File: config.mk
export PLATFORM = sky130hd
export DESIGN_NAME = stopwatch_timer
export DESIGN_NICKNAME = d
export VERILOG_FILES = /design/src/rtl/stopwatch_timer.sv
export SDC_FILE = /design/constraint.sdc
export NUM_CORES = 1
export LEC_CHECK = 0
export CORE_MARGIN = 5
export CORE_UTILIZATION = 59
export DETAILED_ROUTE_END_ITERATION = 16
export PLACE_DENSITY = 0.84
export SLEW_MARGIN = 20
export SYNTH_ARGS = -nofsm -noshare
export SYNTH_HDL_FRONTEND = slang
export SYNTH_SLANG_ARGS = --single-unit
File: constraint.sdc
create_clock -name clk_50m -period 6.6 [get_ports clk_50m]
set_input_delay 1.65 -clock clk_50m [delete_from_list [all_inputs] [get_ports clk_50m]]
set_output_delay 1.65 -clock clk_50m [all_outputs]
set_load 0.05 [all_outputs]
File: src/rtl/stopwatch_timer.sv
// BCD stopwatch MM:SS.cc with run/stop, clear, preset load, up/down mode and lap freeze.
// Digits are packed {m1,m0,s1,s0,c1,c0}; the count always advances beneath a frozen lap display.
module stopwatch_timer #(
    parameter int CLK_HZ  = 50_000_000,
    parameter int TICK_HZ = 100,
    parameter int MAX_MIN = 59
) (
    input  logic        clk_50m,
    input  logic        rst,
    input  logic        start_stop,
    input  logic        clear,
    input  logic        load,
    input  logic [23:0] load_val,
    input  logic        mode,
    input  logic        lap,
    output logic [23:0] digits,
    output logic        running,
    output logic        lap_active,
    output logic        wrap,
    output logic        done
);

    localparam int DIV = CLK_HZ / TICK_HZ;
    localparam int PW  = (DIV > 1) ? $clog2(DIV) : 1;
    localparam logic [3:0]  MAX_M1    = 4'(MAX_MIN / 10);
    localparam logic [3:0]  MAX_M0    = 4'(MAX_MIN % 10);
    localparam logic [23:0] MAX_COUNT = {MAX_M1, MAX_M0, 16'h5999};

    logic [23:0]   cnt_q, cnt_d;
    logic [23:0]   lap_q, lap_d;
    logic [PW-1:0] pre_q, pre_d;
    logic          run_q, run_d;
    logic          lap_act_q, lap_act_d;
    logic          wrap_q, wrap_d;
    logic          done_q, done_d;
    logic          tick;

    function automatic logic [23:0] count_inc(input logic [23:0] v);
        logic [3:0] m1, m0, s1, s0, c1, c0;
        {m1, m0, s1, s0, c1, c0} = v;
        if (c0 != 4'd9) c0 = c0 + 4'd1;
        else begin
            c0 = 4'd0;
            if (c1 != 4'd9) c1 = c1 + 4'd1;
            else begin
                c1 = 4'd0;
                if (s0 != 4'd9) s0 = s0 + 4'd1;
                else begin
                    s0 = 4'd0;
                    if (s1 != 4'd5) s1 = s1 + 4'd1;
                    else begin
                        s1 = 4'd0;
                        if (m1 == MAX_M1 && m0 == MAX_M0) begin
                            m1 = 4'd0;
                            m0 = 4'd0;
                        end else if (m0 != 4'd9) m0 = m0 + 4'd1;
                        else begin
                            m0 = 4'd0;
                            m1 = m1 + 4'd1;
                        end
                    end
                end
            end
        end
        return {m1, m0, s1, s0, c1, c0};
    endfunction

    function automatic logic [23:0] count_dec(input logic [23:0] v);
        logic [3:0] m1, m0, s1, s0, c1, c0;
        {m1, m0, s1, s0, c1, c0} = v;
        if (c0 != 4'd0) c0 = c0 - 4'd1;
        else begin
            c0 = 4'd9;
            if (c1 != 4'd0) c1 = c1 - 4'd1;
            else begin
                c1 = 4'd9;
                if (s0 != 4'd0) s0 = s0 - 4'd1;
                else begin
                    s0 = 4'd9;
                    if (s1 != 4'd0) s1 = s1 - 4'd1;
                    else begin
                        s1 = 4'd5;
                        if (m1 == 4'd0 && m0 == 4'd0) begin
                            m1 = MAX_M1;
                            m0 = MAX_M0;
                        end else if (m0 != 4'd0) m0 = m0 - 4'd1;
                        else begin
                            m0 = 4'd9;
                            m1 = m1 - 4'd1;
                        end
                    end
                end
            end
        end
        return {m1, m0, s1, s0, c1, c0};
    endfunction

    // Each out-of-range field clamps to its own maximum; minutes clamp after digit clamping.
    function automatic logic [23:0] sat_load(input logic [23:0] v);
        logic [3:0] m1, m0, s1, s0, c1, c0;
        logic [7:0] mv;
        m1 = (v[23:20] > 4'd9) ? 4'd9 : v[23:20];
        m0 = (v[19:16] > 4'd9) ? 4'd9 : v[19:16];
        s1 = (v[15:12] > 4'd5) ? 4'd5 : v[15:12];
        s0 = (v[11:8]  > 4'd9) ? 4'd9 : v[11:8];
        c1 = (v[7:4]   > 4'd9) ? 4'd9 : v[7:4];
        c0 = (v[3:0]   > 4'd9) ? 4'd9 : v[3:0];
        mv = {4'd0, m1} * 8'd10 + {4'd0, m0};
        if (mv > 8'(MAX_MIN)) begin
            m1 = MAX_M1;
            m0 = MAX_M0;
        end
        return {m1, m0, s1, s0, c1, c0};
    endfunction

    assign tick = run_q && (pre_q == PW'(DIV - 1));

    always_comb begin
        cnt_d     = cnt_q;
        lap_d     = lap_q;
        pre_d     = pre_q;
        run_d     = run_q;
        lap_act_d = lap_act_q;
        wrap_d    = 1'b0;
        done_d    = 1'b0;
        if (clear) begin
            cnt_d     = 24'h0;
            pre_d     = '0;
            run_d     = 1'b0;
            lap_act_d = 1'b0;
        end else if (load) begin
            cnt_d = sat_load(load_val);
            pre_d = '0;
        end else begin
            if (run_q) pre_d = tick ? '0 : pre_q + PW'(1);
            if (tick) begin
                if (!mode) begin
                    cnt_d  = count_inc(cnt_q);
                    wrap_d = (cnt_q == MAX_COUNT);
                end else if (cnt_q == 24'h0) begin
                    // Down-counting from zero has nothing left to do; just stop.
                    run_d = 1'b0;
                end else begin
                    cnt_d = count_dec(cnt_q);
                    if (cnt_q == 24'h000001) begin
                        run_d  = 1'b0;
                        done_d = 1'b1;
                    end
                end
            end
            if (start_stop && !(mode && cnt_q == 24'h0)) run_d = !run_q;
            if (lap) begin
                if (run_q) begin
                    lap_d     = cnt_q;
                    lap_act_d = 1'b1;
                end else begin
                    lap_act_d = 1'b0;
                end
            end
        end
    end

    always_ff @(posedge clk_50m) begin
        if (rst) begin
            cnt_q     <= 24'h0;
            lap_q     <= 24'h0;
            pre_q     <= '0;
            run_q     <= 1'b0;
            lap_act_q <= 1'b0;
            wrap_q    <= 1'b0;
            done_q    <= 1'b0;
        end else begin
            cnt_q     <= cnt_d;
            lap_q     <= lap_d;
            pre_q     <= pre_d;
            run_q     <= run_d;
            lap_act_q <= lap_act_d;
            wrap_q    <= wrap_d;
            done_q    <= done_d;
        end
    end

    assign digits     = lap_act_q ? lap_q : cnt_q;
    assign running    = run_q;
    assign lap_active = lap_act_q;
    assign wrap       = wrap_q;
    assign done       = done_q;

endmodule
## Word level (Yosys, flattened, before mapping)

Cells that the tools add are included.

| word-level totals | value |
|---|---|
| flip-flop bits (word level) | 71 |
| input port bits | 31 |
| logic and storage cells | 156 |
| output and inout bits | 28 |

| cells by class | value |
|---|---|
| mux-type cells | 65 |
| multiply operators | 1 |
| equal/unequal tests | 21 |
| order comparisons | 7 |
| add/sub/neg operators | 14 |
| bitwise logic cells | 4 |
| reduce and logical (&&, ||, !) cells | 32 |

Operators by type and width:

| kind | count |
|---|---|
| two-way mux 4 bit | 52 |
| two-way mux 24 bit | 5 |
| inequality test 3 bit (second input constant) | 9 |
| adder 4 x 1 -> 4 bit (second input constant) | 6 |
| equality test 24 x 1 -> 1 bit (second input constant) | 1 |
| equality test 24 x 23 -> 1 bit (second input constant) | 1 |
| zero test 24 bit | 1 |
| inequality test 4 bit (second input constant) | 6 |
| subtractor 4 x 1 -> 4 bit (second input constant) | 6 |
| greater-than comparator 4 bit (second input constant) | 5 |
| nonzero test 4 bit | 5 |
| adder 19 x 1 -> 19 bit (second input constant) | 1 |
| equality test 19 bit (second input constant) | 1 |
| two-way mux 19 bit | 1 |
| AND reduction 12 bit | 1 |
| AND reduction 4 bit | 3 |
| AND reduction 10 bit | 1 |
| adder 8 x 4 -> 8 bit | 1 |
| greater-than comparator 8 x 6 -> 1 bit (second input constant) | 1 |
| zero test 4 bit | 2 |
| AND reduction 8 bit | 1 |
| multiplier 4 x 3 -> 7 bit (second input constant) | 1 |
| two-way mux 1 bit | 7 |
| AND reduction 6 bit | 1 |
| 14 further kinds | 25 |

## Longest topological paths before layout

Gate-level depths: netlist of run 1.

| depth | value |
|---|---|
| depth after elaboration | 11 |
| mapped depth | 12 |
| gate-level depth less buffers | 12 |

## Worst setup path before layout of run 1

Ideal clock, no wire load.

| timing path | value |
|---|---|
| path kind | input to register |
| start | input port load_val[22] |
| end | register cnt_q[23] |
| library setup time | 0.122 ns |
| arrival | 3.954 ns |
| stages on the path | 10 |
| required time | 6.478 ns |
| path buffers | 0 |
| slack | 2.524 ns |
| cell sequence | o21ai_0 -> nand2b_1 -> ha_1 -> ha_1 -> nor2b_1 -> a31oi_1 -> o41a_1 -> o21ai_0 -> nor2_1 -> o311a_1 |

| between the ends | value |
|---|---|
| longest elaborated chain between the ends | 7 |

Ends and longest elaborated chain:

| element | line | source |
|---|---|---|
| start: declaration | 13 | `input logic [23:0] load_val,` |
| greater-than comparator 4 bit | 102 | `m1 = (v[23:20] > 4'd9) ? 4'd9 : v[23:20];` |
| two-way mux 4 bit * | 102 |  |
| multiplier 4 x 3 -> 7 bit | 108 | `mv = {4'd0, m1} * 8'd10 + {4'd0, m0};` |
| adder 8 x 4 -> 8 bit | 108 |  |
| greater-than comparator 8 x 6 -> 1 bit | 109 | `if (mv > 8'(MAX_MIN)) begin` |
| two-way mux 4 bit * | 109 |  |
| two-way mux 24 bit * | 131 | `end else if (load) begin` |
| end signal: assignment | 173 | `cnt_q <= cnt_d;` |
| end: declaration | 29 | `logic [23:0] cnt_q, cnt_d;` |

Mark *: on every way between the ends. The rest lies on a longest branch, timed or not.
A chain may end at the register's enable or synchronous reset.

## Worst setup path after layout of run 1

| timing path | value |
|---|---|
| start | input port load_val[23] |
| end | register cnt_q[23] |

Same word-level chain as after synthesis.

==> impl_metrics.py, run 1 <==
metrics = {
    "global_routing": {
        "grt_pass1_wl_um": 20600,
        "grt_pass1_vias": 4412,
        "grt_max_degree": 41,
        "grt_antenna_before_repair": 0,
        "gr-total-overflow": 0,
        "grt.total_usage_pct": 25.1,
    },
    "detailed_routing": {
        "drc": 0,
        "post_drt_wl_per_cell_um": 16.2,
        "drt_iter0_drc": 378,
        "vias_per_cell": 6.21,
        "routed_wl_um": 12300,
        "ant_nets": 0,
        "num_vias": 4710,
        "drtPass1Iterations": 5,
    },
    "cells_and_area": {
        "mostFrequentLayoutCells": "nand2_1 (95), dfxtp_1 (71), clkdlybuf4s50_1 (58)",
        "fin_area_mm2": 0.00550,
        "finalNetCount": 698,
        "fillers": 629,
        "layout-drive-gt1-share_pct": 8.07,
        "stdcell_count": 759,
        "final_util_pct": 70.4,
        "final_common_cell": "nand2_1",
        "antenna_cells": 0,
        "area_growth_pct": 15.5,
    },
    "synth": {
        "async_reset_ff_share_pct": 0,
        "synthMuxAreaShare_pct": 5.54,
        "yosys-top-cells-area": "dfxtp_1 (30%), nand2_1 (7.5%), a21oi_1 (5.1%)",
        "yosys.area_share.simple_pct": 26.3,
        "synthXorXnorAreaFrac_pct": 4.78,
        "avgSynthCellArea_um2": 7.62,
        "netlist_area_mm2": 0.00476,
        "ys_seq_elements": 71,
        "ys_seq_area_share_pct": 29.8,
        "synthAdderAreaFrac_pct": 4.10,
        "synth_area_leader_cell": "dfxtp_1",
        "synth-main-ff-cell": "dfxtp_1",
        "synth_top_family_by_area": "simple AND/OR/NAND/NOR gates",
        "syn_inst": 625,
        "syn-num-nets": 671,
        "synth_edf_count": 0,
        "synth-compound-area-share_pct": 23.7,
        "synth_cell_types": 75,
        "yosysTopAreaCellShare_pct": 29.8,
        "ys_warn_count": 0,
    },
    "clock_network": {
        "cts.repair.resized": 0,
        "h-tree-depth": 3,
        "clk_path_buf_depth": 2,
        "cts_tree": "built",
        "clk_pin_slew_ns": 0.08,
        "cts_root_buffer": "clkbuf_8",
        "cts_hold_buf": 0,
        "clock-sinks": 71,
        "cts_made_buffers": 9,
        "insertion_delay_ns": 0.36,
        "cts_setup_buffers": 0,
    },
    "sta": {
        "worst-slew-pin-transition_ns": 1.02,
        "fmaxAchievable_mhz": 216,
        "slew_headroom_pct": 31.7,
        "setup_violations": 0,
        "fin_crit_sh_pct": 70.1,
        "fin_crit_ns": 4.63,
        "final.setup.worst_slack_ns": 1.97,
        "drv_slew": 0,
        "rsz0062_at_grt": "no",
        "skew_ns": 0.00799,
        "tns_ns": 0,
        "hold_violations": 0,
    },
    "placement": {
        "gp_congestion": 0.938,
        "preCtsSetupSlack_ns": 1.61,
        "place_hpwl_um": 8670,
        "placed_area_mm2": 0.00532,
        "port_buffers": 58,
        "dp.cells": 743,
    },
    "critical_path": {
        "slowest_stage": "clkdlybuf4s50_1",
        "path_cells": "clkdlybuf4s50_1, inv_1, nand2_1, inv_1, ha_1, ha_1, ha_1, a211o_1, and4b_1, o211a_1, o21ai_0, nor2_1, o311a_1",
        "critPathMaxFanout": 6,
        "cpMostUsedCell": "ha_1",
        "cp-start-kind": "primary input",
        "max_stage_delay_ns": 0.58,
        "crit_required_ns": 6.85,
        "endpoint_kind": "flop",
        "worstPathArrival_ns": 4.88,
        "crit_type": "primary input to flop",
    },
    "power": {
        "internal_power_uw": 655,
        "switching_share_pct": 31.4,
        "ir_worst_vdd_uv": 98.4,
        "seqPwrFrac_pct": 47.3,
        "power_density_mw_per_mm2": 174,
        "clockPowerShare_pct": 34.3,
        "switchingPower_uw": 300,
        "power_frac_comb_pct": 18.5,
        "p_leak_nw": 1.93,
    },
    "outcome": {
        "status": "complete, no violations",
    },
    "floorplanning": {
        "dieArea_mm2": 0.00997,
        "core_mm2": 0.00781,
        "die_x_um": 99.8,
        "ioPinCount": 59,
        "row_count": 32,
        "die-height_um": 99.8,
        "start_util_pct": 61.0,
    },
    "min_path": {
        "hold_path_class": "flop to flop",
    },
    "flow_run": {
        "cap_violations": 0,
    },
}
[critical path, delay by kind of cell]
kind | cells | cell delay, ns
and+or+nand+nor | 3 | 0.45
adders and majority gates | 3 | 0.65
buffers and inverters | 3 | 0.75
AOI/OAI and AO/OA | 4 | 1.38
[path summary, 6_finish.rpt]
path | endpoint | depth (start not counted) | startpoint | slack, ns
worst max register to register | cnt_q[6]$_SDFFE_PP0P_ | 8 | cnt_q[16]$_SDFFE_PP0P_ | 3.64
worst min-delay path | lap_q[8]$_SDFFE_PP0P_ | 2 | lap_q[8]$_SDFFE_PP0P_ | 0.46
worst min register to register | lap_q[8]$_SDFFE_PP0P_ | 2 | lap_q[8]$_SDFFE_PP0P_ | 0.46
worst max-delay path | cnt_q[23]$_SDFFE_PP0P_ | 13 | load_val[23] | 1.97
[registers in the layout, summed over array words and instances, names as in the netlist]
| name | count |
|---|---|
| running | 1 |
| wrap | 1 |
| lap_active | 1 |
| done | 1 |
| lap_q | 24 |
| pre_q | 19 |
| cnt_q | 24 |
[final cells by class]
cell class              count  area (um2)  share of cell area [%]
clock buffers              10         138                    2.50
clock inverters             6        46.3                   0.842
inverters                  24        90.1                    1.64
flip-flops and latches     71        1420                    25.8
multi-input cells         484        3070                    55.7
repair buffers             62         611                    11.1
well taps                 102         128                    2.32
[stage by stage]
step	total power, mW	hold WS (ns)
2_1_floorplan	0.579	0.433
3_3_place_gp	0.631	0.439
3_5_place_dp	0.635	0.447
4_1_cts	0.958	0.458
5_1_grt	1.00	0.486
6_report	0.956	0.456
[routing by layer]
layer  wire length, um  up-vias  track usage, %
li1                  -     2276               -
met4               347        0            11.4
met5                 0        -               0
met2              5890      183            41.5
met3               691       41            3.75
met1              5340     2210            32.4
[synth_stat cells, types with 9 or more instances]
cell type / number
a21oi_1: 49
o21ai_0: 43
mux2_2: 15
nor2_1: 54
ha_1: 14
a211oi_1: 9
nand2_1: 95
nand3_1: 17
clkbuf_1: 38
nand4_1: 12
xor2_1: 18
inv_1: 24
dfxtp_1: 71
[power by group through the flow]
stage | Sequential (mW) | Combinational, mW | Clock (mW)
6_report | 0.452 | 0.176 | 0.328
5_1_grt | 0.453 | 0.191 | 0.355
4_1_cts | 0.451 | 0.175 | 0.332
3_5_place_dp | 0.461 | 0.174 | 0
3_3_place_gp | 0.461 | 0.170 | 0
2_1_floorplan | 0.450 | 0.129 | 0
[cells by family (layout without fill, tap and decap cells)]
logic type | Yosys count | after routing
XOR/XNOR | 26 | 26
multiplexers | 24 | 24
adder cells (fa/ha/maj) | 15 | 15
buffers and inverters | 70 | 102
AO/OA/AOI/OAI | 169 | 169
AND/OR/NAND/NOR | 250 | 250
flip-flops | 71 | 71
Note: power is estimated with default switching activity, not from simulation.
==> inputs of run 2 (changes only) <==
--- a/config.mk
+++ b/config.mk
@@ -6,9 +6,9 @@
 export NUM_CORES = 1
 export LEC_CHECK = 0
 export CORE_MARGIN = 5
-export CORE_UTILIZATION = 59
+export CORE_UTILIZATION = 57
 export DETAILED_ROUTE_END_ITERATION = 16
-export PLACE_DENSITY = 0.84
+export PLACE_DENSITY = 0.82
 export SLEW_MARGIN = 20
 export SYNTH_ARGS = -nofsm -noshare
 export SYNTH_HDL_FRONTEND = slang
==> constraint.sdc (replaced) <==
create_clock -name clk_50m -period 4.7 [get_ports clk_50m]
set_input_delay 1.175 -clock clk_50m [delete_from_list [all_inputs] [get_ports clk_50m]]
set_output_delay 1.175 -clock clk_50m [all_outputs]
set_load 0.05 [all_outputs]
==> run 2 against run 1 <==
Non-clock buffer count grew 4. Clock power is 46% higher. Global-route usage decreased by 0.59 points. Hold slack is essentially flat. Setup slack got worse by 1.3 ns.
==> impl_metrics.py, run 2 (synthesized netlist as in run 1, its figures left out) <==
metrics = {
    "outcome": {
        "status": "complete, no violations",
    },
    "critical_path": {
        "reg2regPathDepth": 8,
        "slowest_stage": "clkdlybuf4s50_1",
        "cp-start-kind": "primary input",
        "crit_type": "primary input to flop",
        "cp_top_family": "compound AO/OA/AOI/OAI gates",
        "worstPathBufferInverterCount": 4,
        "endpoint_kind": "flop",
        "worstPathArrival_ns": 4.20,
        "max_stage_delay_ns": 0.58,
        "cp_num_cells": 14,
        "cpMostUsedCell": "ha_1",
        "crit_required_ns": 4.92,
        "path_cells": "clkdlybuf4s50_1, inv_1, nand2_1, inv_1, ha_1, ha_1, ha_1, a211o_1, a211oi_1, o211a_1, o21ai_0, buf_4, o311ai_0, a21oi_1",
        "critPathMaxFanout": 6,
    },
    "min_path": {
        "hold_path_class": "flop to flop",
        "hold_depth": 2,
    },
    "power": {
        "p_leak_nw": 1.96,
        "finalPower_mw": 1.37,
        "power_density_mw_per_mm2": 247,
        "ir_worst_vdd_uv": 137,
    },
    "placement": {
        "placed_area_mm2": 0.00535,
        "place_hpwl_um": 9210,
        "preCtsSetupSlack_ns": 0.387,
        "dp.cells": 750,
        "gp_congestion": 0.936,
        "port_buffers": 58,
    },
    "global_routing": {
        "gr-total-overflow": 0,
        "grt.total_usage_pct": 24.6,
        "grt_pass1_vias": 4469,
        "grt_max_degree": 37,
        "grt_antenna_before_repair": 0,
        "grt_pass1_wl_um": 20900,
    },
    "cells_and_area": {
        "seq_area_mm2": 0.00142,
        "final_util_pct": 67.8,
        "area_growth_pct": 16.3,
        "mostFrequentLayoutCells": "nand2_1 (95), dfxtp_1 (70), clkdlybuf4s50_1 (58)",
        "fillers": 694,
        "fin_area_mm2": 0.00554,
        "antenna_cells": 0,
        "final_common_cell": "nand2_1",
        "layout-drive-gt1-share_pct": 8.62,
        "stdcell_count": 766,
        "largest_registers": "cnt_q x24, lap_q x24, pre_q x19",
        "finalNetCount": 702,
        "multi_input_area_mm2": 0.00307,
    },
    "sta": {
        "hold_ws_ns": 0.456,
        "drv_slew": 0,
        "slew_headroom_pct": 33.6,
        "fin_crit_ns": 3.98,
        "tns_ns": 0,
        "rsz0062_at_grt": "no",
        "setup_violations": 0,
        "worst-slew-pin-transition_ns": 0.993,
        "final.setup.worst_slack_ns": 0.716,
        "skew_ns": 0.0164,
        "hold_violations": 0,
        "fin_crit_sh_pct": 84.8,
        "fmaxAchievable_mhz": 251,
    },
    "detailed_routing": {
        "drtPass1Iterations": 5,
        "ant_nets": 0,
        "drc": 0,
        "num_vias": 4663,
        "routed_wl_um": 12500,
        "drt_iter0_drc": 282,
        "vias_per_cell": 6.09,
        "post_drt_wl_per_cell_um": 16.3,
    },
    "floorplanning": {
        "die-height_um": 101,
        "core_mm2": 0.00818,
        "row_count": 33,
        "dieArea_mm2": 0.0103,
        "ioPinCount": 59,
        "die_x_um": 101,
        "start_util_pct": 58.2,
    },
    "clock_network": {
        "cts_root_buffer": "clkbuf_8",
        "cts_setup_buffers": 0,
        "cts_tree": "built",
        "clock-sinks": 71,
        "clk_pin_slew_ns": 0.07,
        "insertion_delay_ns": 0.35,
        "clk_path_buf_depth": 2,
        "h-tree-depth": 3,
        "cts.repair.resized": 0,
        "cts_hold_buf": 0,
        "cts_made_buffers": 9,
    },
    "flow_run": {
        "cap_violations": 0,
    },
}
-- run 2: power by group --
part	leakage, nW	internal (mW)	switching [mW]	total (mW)
logic	1.29	0.107	0.147	0.254
clock network	0.0960	0.243	0.234	0.478
registers	0.575	0.610	0.0253	0.635
-- run 2: final timing paths --
path	slack [ns]	from	endpoint
worst min register to register	0.46	lap_q[4]$_SDFFE_PP0P_	lap_q[4]$_SDFFE_PP0P_
worst max register to register	1.72	cnt_q[16]$_SDFFE_PP0P_	cnt_q[6]$_SDFFE_PP0P_
worst max-delay path	0.72	load_val[23]	cnt_q[16]$_SDFFE_PP0P_
worst min-delay path	0.46	lap_q[4]$_SDFFE_PP0P_	lap_q[4]$_SDFFE_PP0P_
-- run 2: worst min-delay path: stages, from the launching register on --
cell and delay, ns:
dfxtp_1 0.31, nand2_1 0.05, a21oi_1 0.05
-- run 2: layout make-up --
cell class	instances	area share [%]
inverters	24	1.63
well taps	105	2.37
flip-flops and latches	71	25.7
clock buffers	10	2.30
clock inverters	6	1.11
multi-input cells	484	55.3
repair buffers	66	11.6
-- run 2: metal layers --
| metal | share of wire, % | global-route usage [%] | vias to the layer above |
|---|---|---|---|
| met1 | 42 | 30.8 | 2223 |
| met3 | 5.0 | 4.13 | 12 |
| met2 | 52 | 43.7 | 138 |
| met5 | 0 | 0 | - |
| met4 | 1.1 | 6.13 | 0 |
| li1 | - | - | 2290 |
==> inputs of run 3 (changes only) <==
--- a/config.mk
+++ b/config.mk
@@ -6,9 +6,9 @@
 export NUM_CORES = 1
 export LEC_CHECK = 0
 export CORE_MARGIN = 5
-export CORE_UTILIZATION = 57
+export CORE_UTILIZATION = 51
 export DETAILED_ROUTE_END_ITERATION = 16
-export PLACE_DENSITY = 0.82
+export PLACE_DENSITY = 0.77
 export SLEW_MARGIN = 20
 export SYNTH_ARGS = -nofsm -noshare
 export SYNTH_HDL_FRONTEND = slang
==> constraint.sdc (replaced) <==
create_clock -name clk_50m -period 3.2 [get_ports clk_50m]
set_input_delay 0.8 -clock clk_50m [delete_from_list [all_inputs] [get_ports clk_50m]]
set_output_delay 0.8 -clock clk_50m [all_outputs]
set_load 0.05 [all_outputs]
==> run 3 against run 2 <==
Cell area is 7.7% higher. Combinational power rose by 75%. Largest cell class unchanged. Clock power increased by 71%. Sequential power increased by 46%. Via count grew 3.8%. Highest routed layer unchanged. Setup slack worse by 0.63 ns. Die area grew 11%. Critical endpoint is now cnt_q[23]$_SDFFE_PP0P_. Critical path type unchanged. Clock skew increased by 0.0017 ns. Non-clock buffer count up 42.
==> impl_metrics.py, run 3 (synthesized netlist as in run 1, its figures left out) <==
metrics = {
    "outcome": {
        "status": "complete, no violations",
    },
    "detailed_routing": {
        "drtPass1Iterations": 6,
        "post_drt_wl_per_cell_um": 16.6,
        "num_vias": 4838,
        "drc": 0,
        "routed_wl_um": 13500,
        "ant_nets": 0,
        "drt_iter0_drc": 315,
        "vias_per_cell": 5.94,
    },
    "clock_network": {
        "cts_hold_buf": 0,
        "cts_made_buffers": 9,
        "clk_pin_slew_ns": 0.08,
        "h-tree-depth": 3,
        "cts_root_buffer": "clkbuf_8",
        "insertion_delay_ns": 0.36,
        "cts_tree": "built",
        "clock-sinks": 71,
        "clk_path_buf_depth": 2,
    },
    "critical_path": {
        "reg2regPathDepth": 8,
        "crit_required_ns": 3.45,
        "cp_top_family": "compound AO/OA/AOI/OAI gates",
        "worstPathArrival_ns": 3.36,
        "max_stage_delay_ns": 0.49,
        "rrSetupSlack_ns": 0.56,
        "crit_type": "primary input to flop",
        "worstPathBufferInverterCount": 2,
        "cpMostUsedCell": "ha_4",
        "reg2reg_from": "cnt_q[16]$_SDFFE_PP0P_",
        "critPathMaxFanout": 4,
        "r2r-end": "cnt_q[6]$_SDFFE_PP0P_",
        "path_cells": "clkdlybuf4s50_1, nand2b_4, buf_4, ha_4, ha_4, nor2b_4, a31oi_1, o41a_1, o21ai_4, nor2_2, o311a_1",
        "slowest_stage": "o41a_1",
        "cp-start-kind": "primary input",
        "endpoint_kind": "flop",
    },
    "sta": {
        "worst-slew-pin-transition_ns": 0.560,
        "hold_violations": 0,
        "setup_violations": 0,
        "fmaxAchievable_mhz": 321,
        "drv_slew": 0,
        "tns_ns": 0,
        "fin_crit_ns": 3.11,
        "fin_crit_sh_pct": 97.2,
        "skew_ns": 0.0181,
        "slew_headroom_pct": 61.7,
    },
    "power": {
        "finalPower_mw": 2.19,
        "power_density_mw_per_mm2": 366,
        "p_leak_nw": 2.27,
        "ir_worst_vdd_uv": 231,
    },
    "global_routing": {
        "grt_antenna_before_repair": 0,
        "busiest_layer": "met2",
        "grt_pass1_vias": 4634,
        "gr-usage-met3_pct": 3.91,
        "grt_util_met2_pct": 43.2,
        "use_met1_pct": 28.5,
        "grt_pass1_wl_um": 22200,
        "grt_max_degree": 26,
        "grt.total_usage_pct": 23.7,
        "gr-total-overflow": 0,
    },
    "cells_and_area": {
        "mostFrequentLayoutCells": "nand2_1 (95), dfxtp_1 (71), buf_4 (70)",
        "final_common_cell": "nand2_1",
        "fillers": 778,
        "largest_registers": "cnt_q x24, lap_q x24, pre_q x19",
        "area_growth_pct": 25.3,
        "finalNetCount": 744,
        "antenna_cells": 0,
        "seq_area_mm2": 0.00142,
        "layout-drive-gt1-share_pct": 19.2,
        "multi_input_area_mm2": 0.00319,
        "final_util_pct": 65.2,
    },
    "floorplanning": {
        "die-height_um": 107,
        "ioPinCount": 59,
        "die_x_um": 107,
        "start_util_pct": 52.0,
        "row_count": 35,
        "dieArea_mm2": 0.0114,
        "core_mm2": 0.00915,
    },
    "placement": {
        "gp_congestion": 0.882,
        "place_hpwl_um": 9860,
        "port_buffers": 58,
    },
    "min_path": {
        "hold_depth": 2,
        "hp-start": "lap_q[7]$_SDFFE_PP0P_",
        "hold_path_class": "flop to flop",
        "holdPathEnd": "lap_q[7]$_SDFFE_PP0P_",
    },
    "flow_run": {
        "cap_violations": 0,
    },
}
-- run 3: tightest hold or removal path: stages, from the launching register on --
cell,delay [ns]
dfxtp_1,0.31
nand2_1,0.05
a21oi_1,0.05
-- run 3: area by class of cell --
class                           instances  area share [%]
Timing Repair Buffer                  108            15.2
Clock buffer                           11            2.37
Inverter                               24            1.51
Tap cell                              111            2.33
Sequential cell                        71            23.8
Clock inverter                          5            1.36
Multi-Input combinational cell        484            53.4
-- run 3: through the flow --
step / instances / hold slack (ns) / setup WS (ns) / cell area, um2
2_1_floorplan: 625 / 0.433 / 0.0953 / 4760
3_3_place_gp: 792 / 0.438 / -0.415 / 5570
3_5_place_dp: 792 / 0.445 / -0.627 / 5570
4_1_cts: 811 / 0.456 / 0.00762 / 5880
5_1_grt: 814 / 0.468 / -0.0278 / 5970
6_report: 814 / 0.452 / 0.0893 / 5970
-- run 3: report_power, final --
part,leakage (nW),internal [mW],switching (mW)
sequential,0.574,0.896,0.0301
combinational,1.58,0.198,0.246
clock,0.110,0.461,0.355
total,2.27,1.55,0.631
-- run 3: routing by layer --
metal | vias up | wire length (um)
met2 | 161 | 7020
met3 | 22 | 841
met1 | 2279 | 5390
met4 | 0 | 257
li1 | 2376 | -
met5 | - | 0
-- run 3: worst max-delay path by stage --
stage	from	to	slack [ns]	depth (start not counted)
after floorplan	load_val[22]	cnt_q[23]$_SDFFE_PP0P_	0.1	10
after global placement	load_val[23]	cnt_q[23]$_SDFFE_PP0P_	-0.41	12
after detailed placement	load_val[22]	cnt_q[23]$_SDFFE_PP0P_	-0.63	11
final	load_val[20]	cnt_q[23]$_SDFFE_PP0P_	0.09	11
after CTS	load_val[20]	cnt_q[23]$_SDFFE_PP0P_	0.008	11
after global routing	load_val[23]	cnt_q[22]$_SDFFE_PP0P_	-0.03	14
-- run 3: timing repair --
| item | CTS | global route |
|---|---|---|
| cloned | 0 | 0 |
| setup endpoints to repair | 7 | 7 |
| pin swaps | 7 | 10 |
| buffers inserted | 3 | 3 |
| gates resized for setup | 18 | 11 |
